## config.mk

```make
export PLATFORM = sky130hd
export DESIGN_NAME = wb_port_arbiter
export DESIGN_NICKNAME = d
export VERILOG_FILES = /design/src/rtl/wb_port_arbiter_pkg.sv /design/src/rtl/wb_starve_counter.sv /design/src/rtl/wb_port_arbiter.sv
export SDC_FILE = /design/constraint.sdc
export NUM_CORES = 1
export LEC_CHECK = 0
export CAP_MARGIN = 20
export CORE_ASPECT_RATIO = 1.25
export CORE_MARGIN = 2
export CORE_UTILIZATION = 38
export DETAILED_ROUTE_END_ITERATION = 8
export GPL_TIMING_DRIVEN = 1
export PLACE_DENSITY = 0.81
export SLEW_MARGIN = 10
export SYNTH_ARGS = -nofsm -noshare
export SYNTH_HDL_FRONTEND = slang
export SYNTH_HIERARCHICAL = 1
export SYNTH_SLANG_ARGS = --single-unit
```

## constraint.sdc

```tcl
create_clock -name clk -period 2.21 [get_ports clk]
set_input_delay 0.221 -clock clk [delete_from_list [all_inputs] [get_ports clk]]
set_output_delay 0.221 -clock clk [all_outputs]
set_load 0.02 [all_outputs]
```

## src/rtl/wb_port_arbiter_pkg.sv

```systemverilog
// rtl/wb_port_arbiter_pkg.sv - shared encodings and widths for the writeback port arbiter
package wb_port_arbiter_pkg;

  // Core-wide register index and data widths
  localparam int RS_W_DEF = 5;
  localparam int XLEN_DEF = 32;

  // Arbiter FSM: NORMAL applies priority rules, FORCE drains a starved MDU result
  typedef enum logic {
    ST_NORMAL = 1'b0,
    ST_FORCE  = 1'b1
  } arb_state_t;

  // Source tag carried alongside each register-file write
  localparam logic SRC_PIPE = 1'b0;
  localparam logic SRC_MDU  = 1'b1;

endpackage

```

## src/rtl/wb_starve_counter.sv

```systemverilog
// rtl/wb_starve_counter.sv - saturating MDU wait counter with force request
module wb_starve_counter #(
  parameter int STARVE_LIMIT = 4
) (
  input  logic clk,
  input  logic rst,
  input  logic m_valid,
  input  logic m_grant,
  output logic force_req
);

  localparam logic [3:0] SAT = 4'(STARVE_LIMIT - 1);

  logic [3:0] wait_cnt;

  // Count consecutive denied MDU cycles; any grant or idle cycle restarts the count
  always_ff @(posedge clk or posedge rst) begin
    if (rst) begin
      wait_cnt <= 4'd0;
    end else if (!m_valid || m_grant) begin
      wait_cnt <= 4'd0;
    end else if (wait_cnt != SAT) begin
      wait_cnt <= wait_cnt + 4'd1;
    end
  end

  // The MDU has waited long enough and is being denied yet again
  assign force_req = m_valid && !m_grant && (wait_cnt == SAT);

endmodule

```

## src/rtl/wb_port_arbiter.sv

```systemverilog
// rtl/wb_port_arbiter.sv - register-file write port arbiter between pipeline and MDU
module wb_port_arbiter
  import wb_port_arbiter_pkg::*;
#(
  parameter int XLEN         = XLEN_DEF,
  parameter int RS_W         = RS_W_DEF,
  parameter int STARVE_LIMIT = 4
) (
  input  logic            clk,
  input  logic            rst,
  input  logic            p_valid_i,
  input  logic [RS_W-1:0] p_rd_i,
  input  logic [XLEN-1:0] p_data_i,
  output logic            p_ready_o,
  input  logic            m_valid_i,
  input  logic [RS_W-1:0] m_rd_i,
  input  logic [XLEN-1:0] m_data_i,
  output logic            m_ready_o,
  input  logic            flush_i,
  output logic            w_wen_o,
  output logic [RS_W-1:0] w_rd_o,
  output logic [XLEN-1:0] w_data_o,
  output logic            w_src_o,
  output logic            starve_o
);

  arb_state_t state;
  arb_state_t state_next;
  logic       grant_p;
  logic       grant_m;
  logic       force_req;
  logic       p_live;

  // A flushed pipeline request is simply not a contender this cycle
  assign p_live = p_valid_i && !flush_i;

  wb_starve_counter #(
    .STARVE_LIMIT(STARVE_LIMIT)
  ) u_starve (
    .clk      (clk),
    .rst      (rst),
    .m_valid  (m_valid_i),
    .m_grant  (grant_m),
    .force_req(force_req)
  );

  // State register
  always_ff @(posedge clk or posedge rst) begin
    if (rst) begin
      state <= ST_NORMAL;
    end else begin
      state <= state_next;
    end
  end

  // FORCE lasts exactly one cycle and is only entered from NORMAL
  always_comb begin
    state_next = ST_NORMAL;
    if (state == ST_NORMAL && force_req) begin
      state_next = ST_FORCE;
    end
  end

  // Grant selection; same-destination conflict goes to the older MDU result
  always_comb begin
    grant_p = 1'b0;
    grant_m = 1'b0;
    if (!rst) begin
      if (state == ST_FORCE) begin
        grant_m = m_valid_i;
      end else if (p_live && m_valid_i && (p_rd_i == m_rd_i) && (p_rd_i != '0)) begin
        grant_m = 1'b1;
      end else if (p_live) begin
        grant_p = 1'b1;
      end else if (m_valid_i) begin
        grant_m = 1'b1;
      end
    end
  end

  assign p_ready_o = grant_p;
  assign m_ready_o = grant_m;
  assign starve_o  = (state == ST_FORCE);

  // Registered write command; x0 writes are consumed but never enabled
  always_ff @(posedge clk or posedge rst) begin
    if (rst) begin
      w_wen_o  <= 1'b0;
      w_rd_o   <= '0;
      w_data_o <= '0;
      w_src_o  <= SRC_PIPE;
    end else if (grant_p) begin
      w_wen_o  <= (p_rd_i != '0);
      w_rd_o   <= p_rd_i;
      w_data_o <= p_data_i;
      w_src_o  <= SRC_PIPE;
    end else if (grant_m) begin
      w_wen_o  <= (m_rd_i != '0);
      w_rd_o   <= m_rd_i;
      w_data_o <= m_data_i;
      w_src_o  <= SRC_MDU;
    end else begin
      w_wen_o  <= 1'b0;
    end
  end

endmodule

```

==> results of run 1 <==
## synth_stat cells, drive strengths merged
| library cell | count |
|---|---|
| xnor2 | 5 |
| mux2i | 3 |
| or4 | 2 |
| nand3b | 5 |
| clkbuf | 5 |
| nor3b | 1 |
| nand2 | 1 |
| nand2b | 39 |
| nor4 | 1 |
| nor2 | 4 |
| or3b | 2 |
| nand3 | 1 |
| buf | 7 |
| o311ai | 1 |
| a21oi | 2 |
| o21ai | 3 |
| or2b | 1 |
| nand4 | 1 |
| nor2b | 3 |
| o221a | 37 |
| a221oi | 1 |
| ha | 1 |
| inv | 4 |
| dfrtp | 44 |
## kinds of logic (layout without fill, tap and decap cells)
group	count (synthesis)	in the layout	share of synthesized area, %
simple gates	61	61	18.3
xor+xnor	5	5	2.04
fa+ha+maj	1	1	0.584
flops	44	44	51.4
compound gates	44	44	21.6
buf+inv	16	151	4.67
mux	3	3	1.40
## worst reg2reg max path, delay by kind of cell, from the launching register on
family	cells	cell delay [ns]
DFF	1	0.41
buffers and inverters	2	0.22
AOI/OAI and AO/OA	1	0.15
and+or+nand+nor	5	0.71
## layout make-up
type / instances / area (µm²) / share of cell area, %
repair buffers: 142 / 1360 / 37.8
flip-flops and latches: 44 / 1100 / 30.7
multi-input cells: 114 / 971 / 27.0
well taps: 64 / 80.1 / 2.23
clock buffers: 5 / 68.8 / 1.92
inverters: 4 / 15.0 / 0.418
## power by group
group          switching, W  internal, W
Clock              0.000244     0.000204
Sequential        0.0000560     0.000915
Combinational      0.000349     0.000481
## metal layers
layer	track usage (%)	up-vias	routed length, µm
met5	0	-	0
met4	5.49	0	42
met3	4.03	4	356
met2	35.7	71	3380
met1	25.0	981	2610
li1	-	927	-
## timing repair
| item | 4_1_cts | 5_1_grt |
|---|---|---|
| cloned | 0 | 0 |
| pin swaps | 0 | 1 |
| hold endpoints to repair | 0 | 0 |
| gates resized for setup | 3 | 5 |
| buffers inserted | 0 | 1 |
| endpoints found under the setup margin | 2 | 3 |
## registers in the layout, summed over array words and instances, names as in the netlist
signal and cells:
w_wen_o 1, w_src_o 1, u_starve/wait_cnt 4, w_rd_o 5, starve_o 1, w_data_o 32
## path summary, 6_finish.rpt
path                            from                    to  slack, ns
hold reg to reg             starve_o              starve_o       0.49
hold / removal                   rst  u_starve/wait_cnt[3]       0.19
min in group clk            starve_o              starve_o       0.49
setup reg to reg            starve_o              starve_o       0.66
setup / recovery           p_rd_i[1]              starve_o       0.09
max in group asynchronous        rst          w_data_o[22]       1.54
## per-stage QoR
step	utilization (%)	instance area [µm²]	TNS, ns
finish	66.0	3590	0
global route	66.0	3590	0
floorplan	-	2140	0
global placement	64.6	3520	-6.59
detailed placement	64.6	3520	-7.76
CTS	65.9	3590	-0.0200
==> impl_metrics.json, run 1 <==
{
  "crit_slowest_cell": "or4_4",
  "fill_cells": 450,
  "ys_types": 28,
  "status": "finished, final reports clean",
  "cts_buffers": 5,
  "n_antenna_cell": 0,
  "syn_inst": 174,
  "max_freq_mhz": 473,
  "post_synth.cell_area_avg_um2": 12.3,
  "critPathLaunchType": "input pin",
  "die_w_um": 71.2,
  "ys_seq_elements": 44,
  "dp_hpwl_mm": 4.81,
  "wirelength_mm": 6.39,
  "crit_chain": "clkdlybuf4s50_1 -> or4_4 -> nor2_4 -> nor4_1 -> o21ai_2 -> inv_1 -> buf_4 -> or2b_1 -> nor2b_1 -> nor2b_1",
  "fp.dieH_um": 87.9,
  "maxCapViolCount": 0,
  "stdcell_count": 373,
  "layout_commonest_cell": "clkdlybuf4s50_1",
  "grt_max_degree": 38,
  "io_buffers": 120,
  "place_ws_ns": -0.258,
  "ios": 121,
  "min_period_over_period_pct": 95.7,
  "yosysTopAreaCellShare_pct": 51.4,
  "ctsHoldBuffers": 0,
  "clock_sinks": 44,
  "insertion_delay_ns": 0.28,
  "critPathMaxStageDelay_ns": 0.56,
  "relSlewSlack_pct": 72.8,
  "place.gp.congestion": 0.794,
  "rsz0062_at_grt": "no",
  "route.detailed.drc": 0,
  "routedWlPerCell_um": 17.1,
  "worstPathBufferInverterCount": 3,
  "area_growth_pct": 67.7,
  "synth_top_area_cell": "dfrtp_1",
  "grt-ovfl-total": 0,
  "criticalPathCategory": "input pin to register",
  "final_cell_mix": "clkdlybuf4s50_1 (118), dfrtp_1 (44), nand2b_1 (39)",
  "seq_area_frac_synth_pct": 51.4,
  "syn_area_um2": 2140,
  "p_total_w": 0.00225,
  "dp_cells": 367,
  "dieArea_um2": 6260,
  "cp_common_cell": "nor2b_1",
  "drtIter0Drc": 86,
  "leakagePower_nw": 1.43,
  "core_um2": 5440,
  "path_depth": 10,
  "power-per-cell-area_nw_per_um2": 626,
  "min_path_type": "input pin to asynchronous set/reset pin",
  "grt_pass1_vias": 2009,
  "nNetsFinal": 391,
  "gr-usage-all-layers_pct": 20.1,
  "clock_skew_ns": 0.00311,
  "firstDrtPassIters": 4,
  "grt_pass1_wl_mm": 9.93,
  "cts-root-buf": "clkbuf_8",
  "worstPathRequired_ns": 2.42,
  "synthTopCellsByArea": "dfrtp_1 (51%), nand2b_1 (11%), o221a_1 (10%)",
  "initial_core_util_pct": 39.4,
  "holdWs_ns": 0.189,
  "clk_path_buf_depth": 2,
  "endpoint_kind": "register",
  "ys_warn_count": 6,
  "antenna_left": 0,
  "num_rows": 30,
  "cts_max_level": 2,
  "worst_slack_ns": 0.0941,
  "peakVddDrop_mv": 0.305,
  "vias": 1983,
  "crit_family": "simple AND/OR/NAND/NOR gates",
  "vias_per_cell": 5.32,
  "period_minus_slack_ns": 2.12,
  "setup_viol": 0,
  "worst_slew_pin_slew_ns": 0.409,
  "tritoncts": "yes",
  "syn-num-nets": 254,
  "hold_viol": 0,
  "antenna_found_initial": 0,
  "maxSlewViolCount": 0,
  "rr_worst_depth": 8,
  "crit_path_max_fanout": 7,
  "clkTransAtPathRegs_ns": 0.08,
  "drive_gt1_share_pct": 17.5,
  "crit_arrival_ns": 2.33
}
No activity file was read; power rests on OpenSTA's default activity.
==> inputs of run 2 (changes only) <==
- CELL_PAD_IN_SITES_DETAIL_PLACEMENT: default -> 0
- CELL_PAD_IN_SITES_GLOBAL_PLACEMENT: default -> 1
- CORE_UTILIZATION: 38 -> 28
- PLACE_DENSITY: 0.81 -> 0.8
==> impl_metrics.json, run 2 (synthesized netlist as in run 1, its figures left out) <==
{
  "min_period_over_period_pct": 95.7,
  "dp_cells": 398,
  "n_antenna_cell": 0,
  "fp.dieH_um": 102,
  "ctsHoldBuffers": 0,
  "worst_slew_pin_slew_ns": 0.447,
  "nNetsFinal": 393,
  "largest_register_ffs": 32,
  "crit_arrival_ns": 2.34,
  "io_buffers": 120,
  "vias_per_cell": 4.83,
  "critPathLaunchType": "input pin",
  "maxCapViolCount": 0,
  "cts_buffers": 5,
  "place.gp.congestion": 0.717,
  "routedWlPerCell_um": 15.7,
  "leakagePower_nw": 1.48,
  "insertion_delay_ns": 0.29,
  "clock_skew_ns": 0.00542,
  "max_freq_mhz": 473,
  "ios": 121,
  "grt_pass1_wl_mm": 9.91,
  "die_w_um": 82.2,
  "endpoint_kind": "register",
  "drtIter0Drc": 73,
  "criticalPathCategory": "input pin to register",
  "holdWs_ns": 0.195,
  "worstPathRequired_ns": 2.44,
  "vias": 1963,
  "firstDrtPassIters": 4,
  "initial_core_util_pct": 28.9,
  "largest_register": "w_data_o",
  "stdcell_count": 406,
  "min_path_type": "input pin to asynchronous set/reset pin",
  "hold_viol": 0,
  "power-per-cell-area_nw_per_um2": 647,
  "cts-root-buf": "clkbuf_8",
  "relSlewSlack_pct": 70.2,
  "maxSlewViolCount": 0,
  "peakVddDrop_mv": 0.322,
  "p_total_w": 0.00241,
  "reg_top3": "w_data_o: 32 flops, w_rd_o: 5 flops, u_starve/wait_cnt: 4 flops",
  "crit_path_max_fanout": 37,
  "drive_gt1_share_pct": 18.8,
  "grt_max_degree": 38,
  "grt_pass1_vias": 2040,
  "status": "finished, final reports clean",
  "gr-usage-all-layers_pct": 15.2,
  "setup_viol": 0,
  "cts_max_level": 2,
  "antenna_found_initial": 0,
  "clkTransAtPathRegs_ns": 0.08,
  "rsz0062_at_grt": "yes",
  "antenna_left": 0,
  "num_rows": 35,
  "clk_path_buf_depth": 2,
  "layout_commonest_cell": "clkdlybuf4s50_1",
  "dp_hpwl_mm": 4.57,
  "final_cell_mix": "clkdlybuf4s50_1 (117), dfrtp_1 (44), nand2b_1 (39)",
  "dieArea_um2": 8370,
  "post-cts-setup-buffers": 0,
  "period_minus_slack_ns": 2.12,
  "area_growth_pct": 73.7,
  "tritoncts": "yes",
  "clock_sinks": 44,
  "core_um2": 7400,
  "grt-ovfl-total": 0,
  "wirelength_mm": 6.36,
  "route.detailed.drc": 0
}
-- run 2: worst paths after layout --
kind / to / from / cells after the start / slack [ns]
max reg2reg: w_data_o[27] / starve_o / 5 / 0.64
min: u_starve/wait_cnt[1] / rst / 2 / 0.20
max in group asynchronous: w_data_o[26] / rst / 3 / 1.50
min in group clk: w_rd_o[1] / p_rd_i[1] / 2 / 0.31
min reg2reg: starve_o / starve_o / 1 / 0.48
max: w_data_o[27] / p_rd_i[2] / 8 / 0.09
-- run 2: stage by stage --
stage	util (%)	setup WS [ns]	cell area, µm²	setup TNS, ns
floorplan	-	0.00343	2140	0
global placement	48.8	-0.271	3610	-8.66
detailed placement	48.8	-0.290	3610	-10.13
CTS	50.3	0.00941	3720	0
global route	50.3	-0.000358	3720	-0.000358
finish	50.3	0.0947	3720	0
-- run 2: power breakdown --
part           switching (W)  leakage, nW  internal (W)
sequential         0.0000538        0.498      0.000915
clock               0.000269       0.0552      0.000336
combinational       0.000348        0.929      0.000488
-- run 2: layout make-up --
type / count / area (µm²)
Fill cell: 674 / 3680
Tap cell: 92 / 115
Multi-Input combinational cell: 114 / 983
Clock buffer: 6 / 72.6
Timing Repair Buffer: 144 / 1400
Sequential cell: 44 / 1100
Inverter: 4 / 15.0
Clock inverter: 2 / 35.0
-- run 2: what timing repair did --
action | 4_1_cts | 5_1_grt
resized for setup | 7 | 3
setup endpoints to repair | 2 | 31
gates cloned | 0 | 0
pin swaps | 0 | 0
-- run 2: critical path, stage by stage --
cell and delay (ns):
clkdlybuf4s50_1 0.46, or4_4 0.53, nor2_2 0.11, nor4_1 0.06
buf_4 0.14, o21ai_4 0.12, buf_4 0.42, o221a_2 0.27
-- run 2: routing by layer --
layer	global-route usage [%]	part of all wire, %	up-vias
met5	0	0	-
met4	4.74	1.6	0
met3	3.12	6.6	11
met2	26.2	49	78
met1	18.8	43	942
li1	-	-	932
